## config.mk

```make
export PLATFORM = sky130hd
export DESIGN_NAME = sdr_app_req_bridge_flat
export DESIGN_NICKNAME = d
export VERILOG_FILES = /design/src/rtl/sdrctrl_package.sv /design/src/rtl/sdr_app_req_bridge_if.sv /design/src/rtl/sdr_tag_fifo.sv /design/src/rtl/sdr_app_req_bridge.sv /design/src/flat_wrapper.sv
export SDC_FILE = /design/constraint.sdc
export NUM_CORES = 1
export LEC_CHECK = 0
export CAP_MARGIN = 20
export CELL_PAD_IN_SITES_DETAIL_PLACEMENT = 1
export CELL_PAD_IN_SITES_GLOBAL_PLACEMENT = 1
export CORE_MARGIN = 3
export CORE_UTILIZATION = 37
export DETAILED_ROUTE_END_ITERATION = 8
export HOLD_SLACK_MARGIN = 0.08
export PLACE_DENSITY_LB_ADDON = 0.1
export SLEW_MARGIN = 10
export SYNTH_ARGS = -nofsm -noshare
export SYNTH_HDL_FRONTEND = slang
export SYNTH_HIERARCHICAL = 1
export SYNTH_SLANG_ARGS = --single-unit
export TNS_END_PERCENT = 50
```

## constraint.sdc

```tcl
create_clock -name sdram_clk -period 5.75 [get_ports sdram_clk]
set_clock_uncertainty 0.2 [all_clocks]
set_input_delay 0.8625 -clock sdram_clk [delete_from_list [all_inputs] [get_ports sdram_clk]]
set_output_delay 0.8625 -clock sdram_clk [all_outputs]
set_load 0.005 [all_outputs]
```

## src/rtl/sdrctrl_package.sv

```systemverilog
// Shared widths, FSM encoding and tag-FIFO entry layout for the SDRAM application request bridge.
package sdrctrl_package;

    localparam int aw = 26;
    localparam int dw = 32;
    localparam int tw = 8;
    localparam int bl = 5;

    typedef enum logic [1:0] {
        ST_IDLE  = 2'd0,
        ST_CALC  = 2'd1,
        ST_ISSUE = 2'd2
    } state_e;

    typedef struct packed {
        logic [tw-1:0] tag;
        logic          is_final;
    } tag_entry_t;

    // Largest burst that fits the remaining count, the burst cap and the rest of the page.
    function automatic logic [bl-1:0] burst_len(input int rem, input int page_off,
                                                input int max_burst, input int col_words);
        int n;
        n = rem;
        if (n > max_burst) n = max_burst;
        if (n > col_words - page_off) n = col_words - page_off;
        return bl'(n);
    endfunction

endpackage

```

## src/rtl/sdr_app_req_bridge_if.sv

```systemverilog
// Controller-side application interface: burst request, write-data pull and read return.
interface sdr_app_req_bridge_if;
    import sdrctrl_package::*;

    logic          app_req;
    logic [aw-1:0] app_req_addr;
    logic [bl-1:0] app_req_len;
    logic          app_req_wr_n;
    logic          app_req_ack;
    logic [dw-1:0] app_wr_data;
    logic          app_wr_next_req;
    logic [dw-1:0] app_rd_data;
    logic          app_rd_valid;
    logic          app_last_rd;

    modport master (
        output app_req, app_req_addr, app_req_len, app_req_wr_n, app_wr_data,
        input  app_req_ack, app_wr_next_req, app_rd_data, app_rd_valid, app_last_rd
    );

    modport slave (
        input  app_req, app_req_addr, app_req_len, app_req_wr_n, app_wr_data,
        output app_req_ack, app_wr_next_req, app_rd_data, app_rd_valid, app_last_rd
    );

endinterface

```

## src/rtl/sdr_tag_fifo.sv

```systemverilog
// Synchronous FIFO of outstanding read-burst tags; a pop frees its slot for a push in the same cycle.
module sdr_tag_fifo #(
    parameter int WIDTH = 9,
    parameter int DEPTH = 4
) (
    input  logic             clk,
    input  logic             reset,
    input  logic             push,
    input  logic [WIDTH-1:0] push_data,
    input  logic             pop,
    output logic [WIDTH-1:0] head,
    output logic             full,
    output logic             empty
);

    localparam int PW = $clog2(DEPTH);

    logic [WIDTH-1:0] mem_q [DEPTH];
    logic [PW-1:0]    wr_ptr_q, wr_ptr_d;
    logic [PW-1:0]    rd_ptr_q, rd_ptr_d;
    logic [PW:0]      count_q, count_d;
    logic             do_push, do_pop;

    assign empty   = (count_q == '0);
    assign full    = (count_q == (PW+1)'(DEPTH));
    assign do_pop  = pop & ~empty;
    assign do_push = push & (~full | do_pop);
    assign head    = mem_q[rd_ptr_q];

    // NOTE: every variable gets its default before any branch so no latch is inferred.
    always_comb begin
        wr_ptr_d = wr_ptr_q;
        rd_ptr_d = rd_ptr_q;
        count_d  = count_q;
        if (do_push) wr_ptr_d = wr_ptr_q + PW'(1);
        if (do_pop)  rd_ptr_d = rd_ptr_q + PW'(1);
        case ({do_push, do_pop})
            2'b10:   count_d = count_q + (PW+1)'(1);
            2'b01:   count_d = count_q - (PW+1)'(1);
            default: count_d = count_q;
        endcase
    end

    // NOTE: synchronous reset; state is updated with non-blocking assignments only.
    always_ff @(posedge clk) begin
        if (reset) begin
            wr_ptr_q <= '0;
            rd_ptr_q <= '0;
            count_q  <= '0;
        end else begin
            wr_ptr_q <= wr_ptr_d;
            rd_ptr_q <= rd_ptr_d;
            count_q  <= count_d;
        end
    end

    // NOTE: storage is not reset; count_q alone decides which entries are meaningful.
    always_ff @(posedge clk) begin
        if (do_push) mem_q[wr_ptr_q] <= push_data;
    end

endmodule

```

## src/rtl/sdr_app_req_bridge.sv

```systemverilog
// Splits tagged host transactions into page-safe controller bursts and tags the returning read data.
module sdr_app_req_bridge
    import sdrctrl_package::*;
#(
    parameter int MAX_BURST = 16,
    parameter int COL_WORDS = 256,
    parameter int TAG_DEPTH = 4
) (
    input  logic          sdram_clk,
    input  logic          reset,
    input  logic          h_req_valid,
    output logic          h_req_ready,
    input  logic [aw-1:0] h_req_addr,
    input  logic [7:0]    h_req_len,
    input  logic          h_req_wr,
    input  logic [tw-1:0] h_req_tag,
    input  logic [dw-1:0] h_wr_data,
    output logic          h_wr_next,
    output logic [dw-1:0] h_rd_data,
    output logic          h_rd_valid,
    output logic [tw-1:0] h_rd_tag,
    output logic          h_rd_last,
    output logic          err_orphan_rd,
    sdr_app_req_bridge_if.master app
);

    localparam logic [1:0]    IDLE     = ST_IDLE;
    localparam logic [1:0]    CALC     = ST_CALC;
    localparam logic [1:0]    ISSUE    = ST_ISSUE;
    localparam logic [aw-1:0] COL_MASK = aw'(COL_WORDS - 1);

    logic [1:0]    state_q, state_d;
    logic          ready_q, ready_d;
    logic [aw-1:0] addr_q, addr_d;
    logic [8:0]    rem_q, rem_d;
    logic          wr_q, wr_d;
    logic [tw-1:0] tag_q, tag_d;
    logic [aw-1:0] req_addr_q, req_addr_d;
    logic [bl-1:0] req_len_q, req_len_d;
    logic          req_wr_n_q, req_wr_n_d;
    logic          err_q, err_d;

    logic          fifo_push, fifo_pop, fifo_full, fifo_empty;
    logic          app_req_c, ack_fire, burst_final;
    tag_entry_t    push_entry, head_entry;
    logic [$bits(tag_entry_t)-1:0] head_bits;

    // A full tag FIFO stalls reads unless the head is retiring in this very cycle.
    assign fifo_pop    = app.app_rd_valid & app.app_last_rd & ~fifo_empty;
    assign app_req_c   = (state_q == ISSUE) & (wr_q | ~fifo_full | fifo_pop);
    assign ack_fire    = app_req_c & app.app_req_ack;
    assign burst_final = (rem_q == 9'(req_len_q));
    assign fifo_push   = ack_fire & ~wr_q;
    assign push_entry  = '{tag: tag_q, is_final: burst_final};
    assign head_entry  = tag_entry_t'(head_bits);

    sdr_tag_fifo #(
        .WIDTH ($bits(tag_entry_t)),
        .DEPTH (TAG_DEPTH)
    ) u_tag_fifo (
        .clk       (sdram_clk),
        .reset     (reset),
        .push      (fifo_push),
        .push_data (push_entry),
        .pop       (fifo_pop),
        .head      (head_bits),
        .full      (fifo_full),
        .empty     (fifo_empty)
    );

    always_comb begin
        state_d    = state_q;
        addr_d     = addr_q;
        rem_d      = rem_q;
        wr_d       = wr_q;
        tag_d      = tag_q;
        req_addr_d = req_addr_q;
        req_len_d  = req_len_q;
        req_wr_n_d = req_wr_n_q;
        err_d      = err_q | (app.app_rd_valid & fifo_empty);
        case (state_q)
            IDLE: begin
                if (h_req_valid && ready_q) begin
                    addr_d  = h_req_addr;
                    rem_d   = 9'(h_req_len) + 9'd1;
                    wr_d    = h_req_wr;
                    tag_d   = h_req_tag;
                    state_d = CALC;
                end
            end
            CALC: begin
                req_addr_d = addr_q;
                req_len_d  = burst_len(int'(rem_q), int'(addr_q & COL_MASK), MAX_BURST, COL_WORDS);
                req_wr_n_d = ~wr_q;
                state_d    = ISSUE;
            end
            ISSUE: begin
                if (ack_fire) begin
                    addr_d  = addr_q + aw'(req_len_q);
                    rem_d   = rem_q - 9'(req_len_q);
                    state_d = burst_final ? IDLE : CALC;
                end
            end
            default: state_d = IDLE;
        endcase
        ready_d = (state_d == IDLE);
    end

    always_ff @(posedge sdram_clk) begin
        if (reset) begin
            state_q    <= IDLE;
            ready_q    <= 1'b0;
            addr_q     <= '0;
            rem_q      <= '0;
            wr_q       <= 1'b0;
            tag_q      <= '0;
            req_addr_q <= '0;
            req_len_q  <= '0;
            req_wr_n_q <= 1'b0;
            err_q      <= 1'b0;
        end else begin
            state_q    <= state_d;
            ready_q    <= ready_d;
            addr_q     <= addr_d;
            rem_q      <= rem_d;
            wr_q       <= wr_d;
            tag_q      <= tag_d;
            req_addr_q <= req_addr_d;
            req_len_q  <= req_len_d;
            req_wr_n_q <= req_wr_n_d;
            err_q      <= err_d;
        end
    end

    assign h_req_ready      = ready_q;
    assign err_orphan_rd    = err_q;
    assign h_wr_next        = app.app_wr_next_req;
    assign app.app_wr_data  = h_wr_data;
    assign app.app_req      = app_req_c;
    assign app.app_req_addr = req_addr_q;
    assign app.app_req_len  = req_len_q;
    assign app.app_req_wr_n = req_wr_n_q;

    assign h_rd_data  = app.app_rd_data;
    assign h_rd_valid = app.app_rd_valid & ~fifo_empty;
    assign h_rd_tag   = fifo_empty ? '0 : head_entry.tag;
    assign h_rd_last  = h_rd_valid & app.app_last_rd & head_entry.is_final;

endmodule

```

## src/flat_wrapper.sv

```systemverilog
// flat-port wrapper written by rule: the top's interface ports become plain ports
module sdr_app_req_bridge_flat import sdrctrl_package::*;
#(
    parameter int MAX_BURST = 16,
    parameter int COL_WORDS = 256,
    parameter int TAG_DEPTH = 4
)
  (sdram_clk, reset, h_req_valid, h_req_ready, h_req_addr, h_req_len, h_req_wr, h_req_tag, h_wr_data, h_wr_next, h_rd_data, h_rd_valid, h_rd_tag, h_rd_last, err_orphan_rd, app_app_req, app_app_req_addr, app_app_req_len, app_app_req_wr_n, app_app_wr_data, app_app_req_ack, app_app_wr_next_req, app_app_rd_data, app_app_rd_valid, app_app_last_rd);
  sdr_app_req_bridge_if app_i ();
  input  logic sdram_clk;
  input  logic reset;
  input  logic h_req_valid;
  output logic h_req_ready;
  input  logic [aw-1:0] h_req_addr;
  input  logic [7:0] h_req_len;
  input  logic h_req_wr;
  input  logic [tw-1:0] h_req_tag;
  input  logic [dw-1:0] h_wr_data;
  output logic h_wr_next;
  output logic [dw-1:0] h_rd_data;
  output logic h_rd_valid;
  output logic [tw-1:0] h_rd_tag;
  output logic h_rd_last;
  output logic err_orphan_rd;
  output wire logic [$bits(app_i.app_req)-1:0] app_app_req;
  output wire logic [$bits(app_i.app_req_addr)-1:0] app_app_req_addr;
  output wire logic [$bits(app_i.app_req_len)-1:0] app_app_req_len;
  output wire logic [$bits(app_i.app_req_wr_n)-1:0] app_app_req_wr_n;
  output wire logic [$bits(app_i.app_wr_data)-1:0] app_app_wr_data;
  input wire logic [$bits(app_i.app_req_ack)-1:0] app_app_req_ack;
  input wire logic [$bits(app_i.app_wr_next_req)-1:0] app_app_wr_next_req;
  input wire logic [$bits(app_i.app_rd_data)-1:0] app_app_rd_data;
  input wire logic [$bits(app_i.app_rd_valid)-1:0] app_app_rd_valid;
  input wire logic [$bits(app_i.app_last_rd)-1:0] app_app_last_rd;
  assign app_app_req = app_i.app_req;
  assign app_app_req_addr = app_i.app_req_addr;
  assign app_app_req_len = app_i.app_req_len;
  assign app_app_req_wr_n = app_i.app_req_wr_n;
  assign app_app_wr_data = app_i.app_wr_data;
  assign app_i.app_req_ack = app_app_req_ack;
  assign app_i.app_wr_next_req = app_app_wr_next_req;
  assign app_i.app_rd_data = app_app_rd_data;
  assign app_i.app_rd_valid = app_app_rd_valid;
  assign app_i.app_last_rd = app_app_last_rd;
  sdr_app_req_bridge #(.MAX_BURST(MAX_BURST), .COL_WORDS(COL_WORDS), .TAG_DEPTH(TAG_DEPTH)) u_core (.sdram_clk(sdram_clk), .reset(reset), .h_req_valid(h_req_valid), .h_req_ready(h_req_ready), .h_req_addr(h_req_addr), .h_req_len(h_req_len), .h_req_wr(h_req_wr), .h_req_tag(h_req_tag), .h_wr_data(h_wr_data), .h_wr_next(h_wr_next), .h_rd_data(h_rd_data), .h_rd_valid(h_rd_valid), .h_rd_tag(h_rd_tag), .h_rd_last(h_rd_last), .err_orphan_rd(err_orphan_rd), .app(app_i));
endmodule
```

After elaboration in Yosys (flattened, before gate mapping)
Memories as Yosys holds them, arrays and structs flattened. A register that Yosys moved wholly into a read port is not among the register bits.
Index checks and enable logic that the tools add are counted.
- word-level logic and storage cells: 77
- RAM bits: 36
- flip-flop bits (word level): 87
- memories kept: 1
- output and inout port bits: 110
- reductions and logical operators: 8
- order comparisons: 2
- multiplexer cells: 19
- bitwise operators: 18
- $add $sub $neg: 8
- equal/unequal tests: 8
- memory list (name ; words ; width ; rd ports ; clocked after Yosys merged registers in ; write ports ; line ; RTL):
    u_core.u_tag_fifo.mem_q ; 4 ; 9 ; 1 ; 1 ; 1 ; sdr_tag_fifo.sv:18 ; logic [WIDTH-1:0] mem_q [DEPTH];
- operators with widths (cell ; number):
    $mux 26 ; 2
    $pmux 26 s2 ; 1
    $gt 32x10->1 ; 1
    $mux 32 ; 1
    $mux 9 ; 3
    $add 26x5->26 ; 1
    $pmux 9 s2 ; 1
    $and 1x1->1 ; 11
    $sub 9x8->10 const A ; 1
    $add 8x1->9 const B ; 1
    $eq 9x5->1 ; 1
    $gt 9x5->1 const B ; 1
    $sub 9x5->9 ; 1
    $mux 2 ; 4
    $mux 8 ; 1
    $pmux 2 s3 ; 1
    $pmux 3 s2 ; 1
    $mux 5 ; 1
    $add 2x1->2 const B ; 2
    $eq 2x1->1 const B ; 2
    $eq 2x2->1 const B ; 2
    $logic_not 2->1 ; 2
    $ne 2x1->1 const B ; 2
    $or 1x1->1 ; 4
    10 further kinds ; 15

Depth between registers and ports, before layout
Gate-level depths: netlist of run 1.
- word-level depth: 10
- mapped depth: 12
- depth with buffers taken out: 12

Hierarchy
The synthesis of run 1 kept the hierarchy.
- by module, submodules not included (module ; instances ; cells an instance ; area each (um2)):
    sdr_app_req_bridge ; 1 ; 663 ; 5099.9
    sdr_tag_fifo ; 1 ; 106 ; 1834.3

Worst setup path after synthesis of run 1
No wires, ideal clock.
- kind: input -> register
- start point: input app_app_last_rd
- end point: register u_core.u_tag_fifo.count_q[2]
- path slack: 2496 ps
- required time: 5427 ps
- stages: 10
- arrival: 2931 ps
- path buffers: 2
- setup time: 123 ps
- cells stage by stage: and3b_1 > buf_2 > o311ai_4 > nor2_1 > buf_2 > nand2b_1 > fa_1 > nand2b_1 > o31ai_2 > mux2_1
- word-level cells in the longest chain between the ends: 9
- elaborated cells on any way between the ends: 13
- those cells by class: 2 x eq/ne; 1 x mux; 9 x bitwise; 1 x reduce/logical
- RTL lines (element ; line ; RTL):
    start: declaration ; flat_wrapper.sv:34 ; input wire logic [$bits(app_i.app_last_rd)-1:0] app_app_last_rd;
    $and 1x1->1 (*) (2 in a row) ; sdr_app_req_bridge.sv:49 ; assign fifo_pop = app.app_rd_valid & app.app_last_rd & ~fifo_empty;
    via u_core.fifo_pop ; sdr_app_req_bridge.sv:43 ; logic fifo_push, fifo_pop, fifo_full, fifo_empty;
    $or 1x1->1 (*) ; sdr_app_req_bridge.sv:50 ; assign app_req_c = (state_q == ISSUE) & (wr_q | ~fifo_full | fifo_pop);
    $and 1x1->1 (*) ; sdr_app_req_bridge.sv:50 ;
    $and 1x1->1 (*) ; sdr_app_req_bridge.sv:51 ; assign ack_fire = app_req_c & app.app_req_ack;
    $and 1x1->1 (*) ; sdr_app_req_bridge.sv:53 ; assign fifo_push = ack_fire & ~wr_q;
    via u_core.fifo_push ; sdr_app_req_bridge.sv:43 ;
    $and 1x1->1 (*) ; sdr_tag_fifo.sv:27 ; assign do_push = push & (~full | do_pop);
    $eq 2x1->1 or $eq 2x2->1 (tied branches) ; sdr_tag_fifo.sv:37 ; case ({do_push, do_pop})
    $pmux 3 s2 or $reduce_bool 2->1 (tied branches) ; -- ;
    end signal: assignment ; sdr_tag_fifo.sv:53 ; count_q <= count_d;
    end: declaration ; sdr_tag_fifo.sv:21 ; logic [PW:0] count_q, count_d;
The timed path passes the listed nets; every way through them passes the cells marked *.
A chain may end at the register's enable or synchronous reset.

Worst setup path in the final report of run 1
- start point: input app_app_rd_valid
- end point: register u_core.u_tag_fifo.count_q[2]
- word-level cells in the longest chain between the ends: 9
- elaborated cells on any way between the ends: 13
- those cells by class: 2 x eq/ne; 1 x mux; 9 x bitwise; 1 x reduce/logical
- RTL lines (element ; line ; RTL):
    start: declaration ; flat_wrapper.sv:33 ; input wire logic [$bits(app_i.app_rd_valid)-1:0] app_app_rd_valid;
    $and 1x1->1 (*) (2 in a row) ; sdr_app_req_bridge.sv:49 ;
    $or 1x1->1 (*) ; sdr_app_req_bridge.sv:50 ;
    $and 1x1->1 (*) ; sdr_app_req_bridge.sv:50 ;
    $and 1x1->1 (*) ; sdr_app_req_bridge.sv:51 ;
    $and 1x1->1 (*) ; sdr_app_req_bridge.sv:53 ;
    via u_core.fifo_push ; sdr_app_req_bridge.sv:43 ;
    $and 1x1->1 (*) ; sdr_tag_fifo.sv:27 ;
    $eq 2x1->1 or $eq 2x2->1 (tied branches) ; sdr_tag_fifo.sv:37 ;
    $pmux 3 s2 or $reduce_bool 2->1 (tied branches) ; -- ;
Marks and branches as above.

==> results of run 1 <==
## cell families (layout without fill, tap and decap cells)
| kind of cell | count (synthesis) | after routing | synth area share [%] |
|---|---|---|---|
| AOI/OAI and AO/OA | 181 | 181 | 17.5 |
| muxes | 11 | 11 | 3.23 |
| DFF | 125 | 125 | 41.3 |
| and+or+nand+nor | 269 | 269 | 18.8 |
| buffers and inverters | 135 | 161 | 11.3 |
| other | 1 | 4 | 0.0541 |
| xor gates and xnor gates | 19 | 19 | 2.40 |
| adders and majority gates | 28 | 28 | 5.38 |
## layer usage
layer	routed length [µm]	GRT usage [%]	vias to the layer above
met2	9450	32.4	146
met1	9200	25.9	2806
met4	382	6.45	0
li1	-	-	2696
met3	907	4.86	54
met5	0	0	-
## cell type report
class                   count  area, µm²  area share [%]
clock inverters            15        149            1.83
multi-input cells         512       3300            40.7
clock buffers              17        425            5.24
repair buffers            101        986            12.1
well taps                 229        287            3.53
flip-flops and latches    125       2860            35.3
inverters                  28        105            1.29
## layout by cell type, fill, tap and decap left out, types with 17 or more instances in the layout
master,n
sky130_fd_sc_hd__a21oi_1,63
sky130_fd_sc_hd__clkbuf_16,17
sky130_fd_sc_hd__clkdlybuf4s50_1,92
sky130_fd_sc_hd__dfxtp_1,89
sky130_fd_sc_hd__edfxtp_1,36
sky130_fd_sc_hd__ha_1,25
sky130_fd_sc_hd__inv_1,28
sky130_fd_sc_hd__nand2_1,115
sky130_fd_sc_hd__nor2_1,52
sky130_fd_sc_hd__o21ai_0,32
## metrics by stage
| step | worst slack, ns | hold slack [ns] | power [mW] |
|---|---|---|---|
| 4_1_cts | 2.08 | 0.261 | 2.58 |
| 2_1_floorplan | 2.50 | 0.240 | 1.38 |
| 3_5_place_dp | 1.69 | 0.252 | 1.52 |
| 6_report | 2.09 | 0.255 | 2.55 |
| 5_1_grt | 1.93 | 0.283 | 2.69 |
| 3_3_place_gp | 1.83 | 0.246 | 1.50 |
## final timing paths
check                                    start                           end  slack, ns  cells past startpoint
setup / recovery              app_app_rd_valid  u_core/u_tag_fifo/count_q[2]       2.09                      9
hold / removal      u_core/app.app_req_addr[5]    u_core/app.app_req_addr[5]       0.26                      2
setup reg to reg  u_core/u_tag_fifo/count_q[0]  u_core/u_tag_fifo/count_q[2]       2.12                     10
hold reg to reg     u_core/app.app_req_addr[5]    u_core/app.app_req_addr[5]       0.26                      2
## power groups by stage
| stage | clock [mW] | sequential [mW] | combinational (mW) |
|---|---|---|---|
| global placement | 0 | 1.04 | 0.465 |
| finish | 1.05 | 1.02 | 0.490 |
| detailed placement | 0 | 1.04 | 0.483 |
| CTS | 1.08 | 1.02 | 0.487 |
| floorplan | 0 | 1.01 | 0.369 |
| global route | 1.11 | 1.03 | 0.552 |
## critical path, stage by stage
cell and delay [ns]:
sky130_fd_sc_hd__clkdlybuf4s50_1 0.43, sky130_fd_sc_hd__and3b_1 0.31, sky130_fd_sc_hd__o311ai_4 0.51, sky130_fd_sc_hd__nor2_1 0.26, sky130_fd_sc_hd__nand2b_1 0.23, sky130_fd_sc_hd__fa_1 0.42
sky130_fd_sc_hd__nand2b_1 0.18, sky130_fd_sc_hd__o31ai_2 0.22, sky130_fd_sc_hd__mux2_1 0.34
## registers in the layout, indices dropped and copies added (netlist names), named ones only
| name | count |
|---|---|
| u_core/addr_q | 26 |
| u_core/app.app_req_addr | 26 |
| u_core/app.app_req_len | 5 |
| u_core/app.app_req_wr_n | 1 |
| u_core/err_orphan_rd | 1 |
| u_core/h_req_ready | 1 |
| u_core/rem_q | 9 |
| u_core/state_q | 2 |
| u_core/tag_q | 8 |
| u_core/u_tag_fifo/count_q | 3 |
| u_core/u_tag_fifo/mem_q | 36 |
| u_core/u_tag_fifo/rd_ptr_q | 2 |
| u_core/u_tag_fifo/wr_ptr_q | 2 |
| u_core/wr_q | 1 |
==> impl_summary.log, run 1 <==
[metrics] RD Place Congestion: 0.861
[metrics] Net Sw Frac: 32.1%
[metrics] setup repair bufs after CTS: 0
[metrics] count of filler cells inserted in the layout: 2,071
[metrics] leading post-synthesis cells by instance count: 115 x sky130_fd_sc_hd__nand2_1, 89 x sky130_fd_sc_hd__dfxtp_1, 67 x sky130_fd_sc_hd__buf_4
[metrics] worst slew margin relative to its limit: between 30% and 40%
[metrics] library cell occupying the most area in the post-synthesis netlist: sky130_fd_sc_hd__dfxtp_1
[metrics] total count of hold-check failures in the final report: 0
[metrics] largest net degree at the start of global routing: 82
[metrics] share of the synthesized area in the top cell type: roughly 26%
[metrics] total global routing overflow: 0
[metrics] Post-Syn Area per Cell: approximately 9 µm²
[metrics] Placed Instances: 995
[metrics] cell-internal power: around 1.7 mW
[metrics] routed via count divided by cell count: roughly 5.6
[metrics] clock period minus worst slack: 3.66 ns
[metrics] cell count after synthesis: 769
[metrics] top-level port count: about 220
[metrics] share of power burned in registers: between 30% and 40%
[metrics] Syn Std Cell Area: 6930 µm²
[metrics] largest voltage drop on the vdd net: 193 µV
[metrics] post-detailed-placement half-perimeter wirelength: 14,300 µm
[metrics] clk sinks: around 130
[metrics] clock latency on the worst-skew pair: 0.42 ns
[metrics] Least-Margin Pin Slew: roughly 0.93 ns
[metrics] type of the worst setup path: in -> reg
[metrics] setup tns final: 0 ns
[metrics] most common cell in the netlist: sky130_fd_sc_hd__nand2_1
[metrics] Critical Path Start Type: primary input
[metrics] antenna violations before repair: 0
[metrics] Starting Density: around two fifths
[metrics] kind of end point of the critical path: flip-flop
[metrics] unrepaired setup endpoints after global routing: no
[metrics] type of the most critical hold path: reg -> reg
[metrics] final period utilization: 63.6%
[metrics] area growth from synthesis to final layout: 17.1%
[metrics] FF+latch count, synth: approximately 130
[metrics] port buffer count: 93
[metrics] post-detailed-route DRC marker count: 0
[metrics] clock power share: around two fifths
[metrics] leakage component of the power: approximately 2.9 nW
[metrics] Post-CTS Hold Fix Bufs: 0
[metrics] post-cts repair resize count: 0
[metrics] placed instance area: around 7500 µm²
[metrics] number of global-route vias before repair: approximately 6,000
[metrics] Net Sw Power: 0.819 mW
[metrics] Final Cell Area: around 8100 µm²
[metrics] power per unit of standard cell area: roughly 310 nW/µm²
[metrics] mean routed wirelength per cell: between 15 and 20 µm
[metrics] result of the run: finished clean
[metrics] Chip Width: approximately 140 µm
[metrics] buffer levels on the longest clock path: 2
[metrics] Fmax achieved: 273 MHz
[metrics] antenna cells: 0
[metrics] share of final-layout standard cells stronger than drive strength 1: between 8 and 9%
[metrics] ys flop type: sky130_fd_sc_hd__dfxtp_1
[metrics] die extent in y: approximately 140 µm
[metrics] Netlist cell types: between 70 and 80
[metrics] antenna-violating nets left: 0
[metrics] fin cells: ~1,000
[metrics] largest driver fanout on the critical path: 9
[metrics] number of cell rows: 49
[metrics] CORE AREA: roughly 18,000 µm²
[metrics] EDFF count, synth: 36
[metrics] fraction of power consumed by combinational cells: between 10% and 20%
[metrics] Total Die Area: 20,400 µm²
[metrics] leading cell types by total area after synthesis: sky130_fd_sc_hd__dfxtp_1 26%, sky130_fd_sc_hd__edfxtp_1 16%, sky130_fd_sc_hd__buf_4 7.3%
[metrics] CTS clock-pin slew for the worst setup and hold paths: 0.06 ns
[metrics] number of detailed-route iterations in the first pass: 7
[metrics] Worst EP arrival: 3.77 ns
[metrics] share of the core filled with cells in the final layout: between 40% and 50%
[metrics] via count: between 5,000 and 6,000
[metrics] pins over their slew limit: 0
[metrics] number of warning messages in the yosys log: 6
[metrics] wire length of the first global-routing pass: approximately 32,000 µm
[metrics] required time at the endpoint of the critical path: around 5.9 ns
[metrics] Overall Global Routing Usage: between 10% and 20%
[metrics] number of buffers created by CTS: 17
[metrics] clock tree root buffer cell: sky130_fd_sc_hd__clkbuf_16
[metrics] final setup vio count: 0
[metrics] maximum level of the CTS H-tree: 4
[metrics] sequential share of the synthesized area: 41.3%
[metrics] CTS tree: done
[metrics] Iter 0 DRT Violations: 359
[metrics] total of max-cap violations: 0
[metrics] fraction of synthesis flops using an asynchronous set or reset pin: 0%
[metrics] nets@finish: 927
[metrics] final routed wirelength across all metal layers: about 20,000 µm
(Power assumes the default switching activity.)
==> run 2, diff against run 1 <==
--- a/config.mk
+++ b/config.mk
@@ -9,7 +9,7 @@
 export CELL_PAD_IN_SITES_DETAIL_PLACEMENT = 1
 export CELL_PAD_IN_SITES_GLOBAL_PLACEMENT = 1
 export CORE_MARGIN = 3
-export CORE_UTILIZATION = 37
+export CORE_UTILIZATION = 31
 export DETAILED_ROUTE_END_ITERATION = 8
 export HOLD_SLACK_MARGIN = 0.08
 export PLACE_DENSITY_LB_ADDON = 0.1
==> constraint.sdc (replaced) <==
create_clock -name sdram_clk -period 3.3 [get_ports sdram_clk]
set_clock_uncertainty 0.2 [all_clocks]
set_input_delay 0.495 -clock sdram_clk [delete_from_list [all_inputs] [get_ports sdram_clk]]
set_output_delay 0.495 -clock sdram_clk [all_outputs]
set_load 0.005 [all_outputs]
==> impl_summary.log, run 2 (synthesis gave the netlist of run 1 again) <==
[metrics] placed instance area: roughly 7700 µm²
[metrics] antenna cells: 0
[metrics] Most flops, register: u_core/u_tag_fifo/mem_q
[metrics] type of the most critical hold path: reg -> reg
[metrics] antenna-violating nets left: 0
[metrics] pins over their slew limit: 0
[metrics] die extent in y: ~160 µm
[metrics] setup repair bufs after CTS: 0
[metrics] nets@finish: ~940
[metrics] count of filler cells inserted in the layout: roughly 2,600
[metrics] hold-critical path depth: 2
[metrics] largest driver fanout on the critical path: 9
[metrics] flip-flop count of the largest register, all copies and words added: 36
[metrics] Fmax achieved: about 330 MHz
[metrics] clock period minus worst slack: between 3 and 4 ns
[metrics] post-detailed-route DRC marker count: 0
[metrics] result of the run: finished clean
[metrics] largest voltage drop on the vdd net: roughly 270 µV
[metrics] number of cell rows: 54
[metrics] number of global-route vias before repair: 6,009
[metrics] M3 GR Usage: 3.91%
[metrics] Iter 0 DRT Violations: 230
[metrics] number of detailed-route iterations in the first pass: 4
[metrics] CTS clock-pin slew for the worst setup and hold paths: approximately 0.07 ns
[metrics] setup tns final: 0 ns
[metrics] RD Place Congestion: about 0.83
[metrics] number of buffers created by CTS: 17
[metrics] required time at the endpoint of the critical path: between 2 and 3 ns
[metrics] most frequent cells in the layout: 115 x sky130_fd_sc_hd__nand2_1, 92 x sky130_fd_sc_hd__clkdlybuf4s50_1, 89 x sky130_fd_sc_hd__dfxtp_1
[metrics] share of the core filled with cells in the final layout: between 30% and 40%
[metrics] leakage component of the power: 2.97 nW
[metrics] kind of end point of the critical path: primary output
[metrics] mean routed wirelength per cell: between 15 and 20 µm
[metrics] post-cts repair resize count: 0
[metrics] met2 track demand over resource: 27.0%
[metrics] CORE AREA: ~22,000 µm²
[metrics] buffer levels on the longest clock path: 2
[metrics] total of max-cap violations: 0
[metrics] final routed wirelength across all metal layers: roughly 21,000 µm
[metrics] gr busiest metal: met2
[metrics] post-detailed-placement half-perimeter wirelength: 15,400 µm
[metrics] total count of hold-check failures in the final report: 0
[metrics] worst slew margin relative to its limit: just under 50%
[metrics] Overall Global Routing Usage: between 15 and 20%
[metrics] final period utilization: ~90%
[metrics] Worst EP arrival: approximately 2.4 ns
[metrics] port buffer count: between 90 and 100
[metrics] final setup vio count: 0
[metrics] wire length of the first global-routing pass: between 30,000 and 40,000 µm
[metrics] leading cell type in the layout, fill and taps excluded: sky130_fd_sc_hd__nand2_1
[metrics] unrepaired setup endpoints after global routing: no
[metrics] combined area of the multi-input logic cells: 3300 µm²
[metrics] met1 Usage GRT: between 20% and 30%
[metrics] Final Cell Area: 8310 µm²
[metrics] type of the worst setup path: reg -> out
[metrics] Critical Path Start Type: flip-flop
[metrics] Total Die Area: 24,200 µm²
[metrics] area growth from synthesis to final layout: 19.8%
[metrics] Post-CTS Hold Fix Bufs: 0
[metrics] top-level port count: roughly 220
[metrics] Seq. cell area: roughly 2900 µm²
[metrics] antenna violations before repair: 0
[metrics] maximum level of the CTS H-tree: 4
[metrics] power per unit of standard cell area: ~540 nW/µm²
[metrics] via count: approximately 5,700
[metrics] Chip Width: between 150 and 200 µm
[metrics] CTS tree: done
[metrics] total global routing overflow: 0
[metrics] clock tree root buffer cell: sky130_fd_sc_hd__clkbuf_16
[metrics] share of final-layout standard cells stronger than drive strength 1: between 10% and 20%
[metrics] Least-Margin Pin Slew: ~0.77 ns
[metrics] worst reg2reg path depth: 10
[metrics] clock latency on the worst-skew pair: 0.43 ns
[metrics] clk sinks: roughly 130
[metrics] Starting Density: about a third
[metrics] routed via count divided by cell count: around 5.2
[metrics] largest net degree at the start of global routing: 36
run 2: cell count changes in the layout (fill, tap and decap cells not counted), sizes merged:
| cell | before | now |
|---|---|---|
| clkinvlp | 2 | 3 |
| clkinv | 3 | 1 |
| buf | 9 | 26 |
| inv | 38 | 39 |
run 2: layer usage:
layer / share of wire [%] / vias up / wire length, µm
met5: 0 / - / 0
met4: 1.7 / 0 / 361
li1: - / 2731 / -
met2: 46 / 149 / 9550
met3: 4.2 / 39 / 878
met1: 48 / 2767 / 10100
run 2: where the power goes:
| group | internal, mW | total (mW) | switching, mW | leakage (nW) |
|---|---|---|---|---|
| Clock | 1.00 | 1.81 | 0.805 | 0.273 |
| Sequential | 1.67 | 1.76 | 0.0980 | 1.06 |
| Combinational | 0.372 | 0.888 | 0.516 | 1.64 |
| Total | 3.04 | 4.46 | 1.42 | 2.97 |
run 2: cell type report:
class	count	area share (%)
clock buffers	17	5.12
repair buffers	118	13.5
inverters	28	1.26
multi-input cells	512	39.7
flip-flops and latches	125	34.4
well taps	280	4.22
clock inverters	15	1.72
run 2: stage by stage:
stage,worst slack (ns),hold WS (ns),power (mW),std cells
finish,0.244,0.260,4.46,1095
global placement,0.279,0.246,2.66,1062
global route,0.0842,0.292,4.70,1095
detailed placement,0.190,0.247,2.68,1062
floorplan,0.283,0.240,2.40,772
CTS,0.204,0.266,4.51,1094
run 2: final timing paths:
kind	startpoint	endpoint	slack, ns
setup / recovery	u_core/u_tag_fifo/count_q[0]	app_app_req	0.24
hold / removal	u_core/app.app_req_addr[3]	u_core/app.app_req_addr[3]	0.26
setup reg to reg	u_core/rem_q[5]	u_core/app.app_req_len[1]	0.41
hold reg to reg	u_core/app.app_req_addr[3]	u_core/app.app_req_addr[3]	0.26
run 2: worst max-delay path, stage by stage (launching register included):
cell                              delay [ns]
sky130_fd_sc_hd__dfxtp_1                0.53
sky130_fd_sc_hd__nor3_1                 0.11
sky130_fd_sc_hd__and3b_1                0.32
sky130_fd_sc_hd__buf_4                  0.19
sky130_fd_sc_hd__nor3_1                 0.07
sky130_fd_sc_hd__nor2_1                 0.18
sky130_fd_sc_hd__clkdlybuf4s50_1        0.54
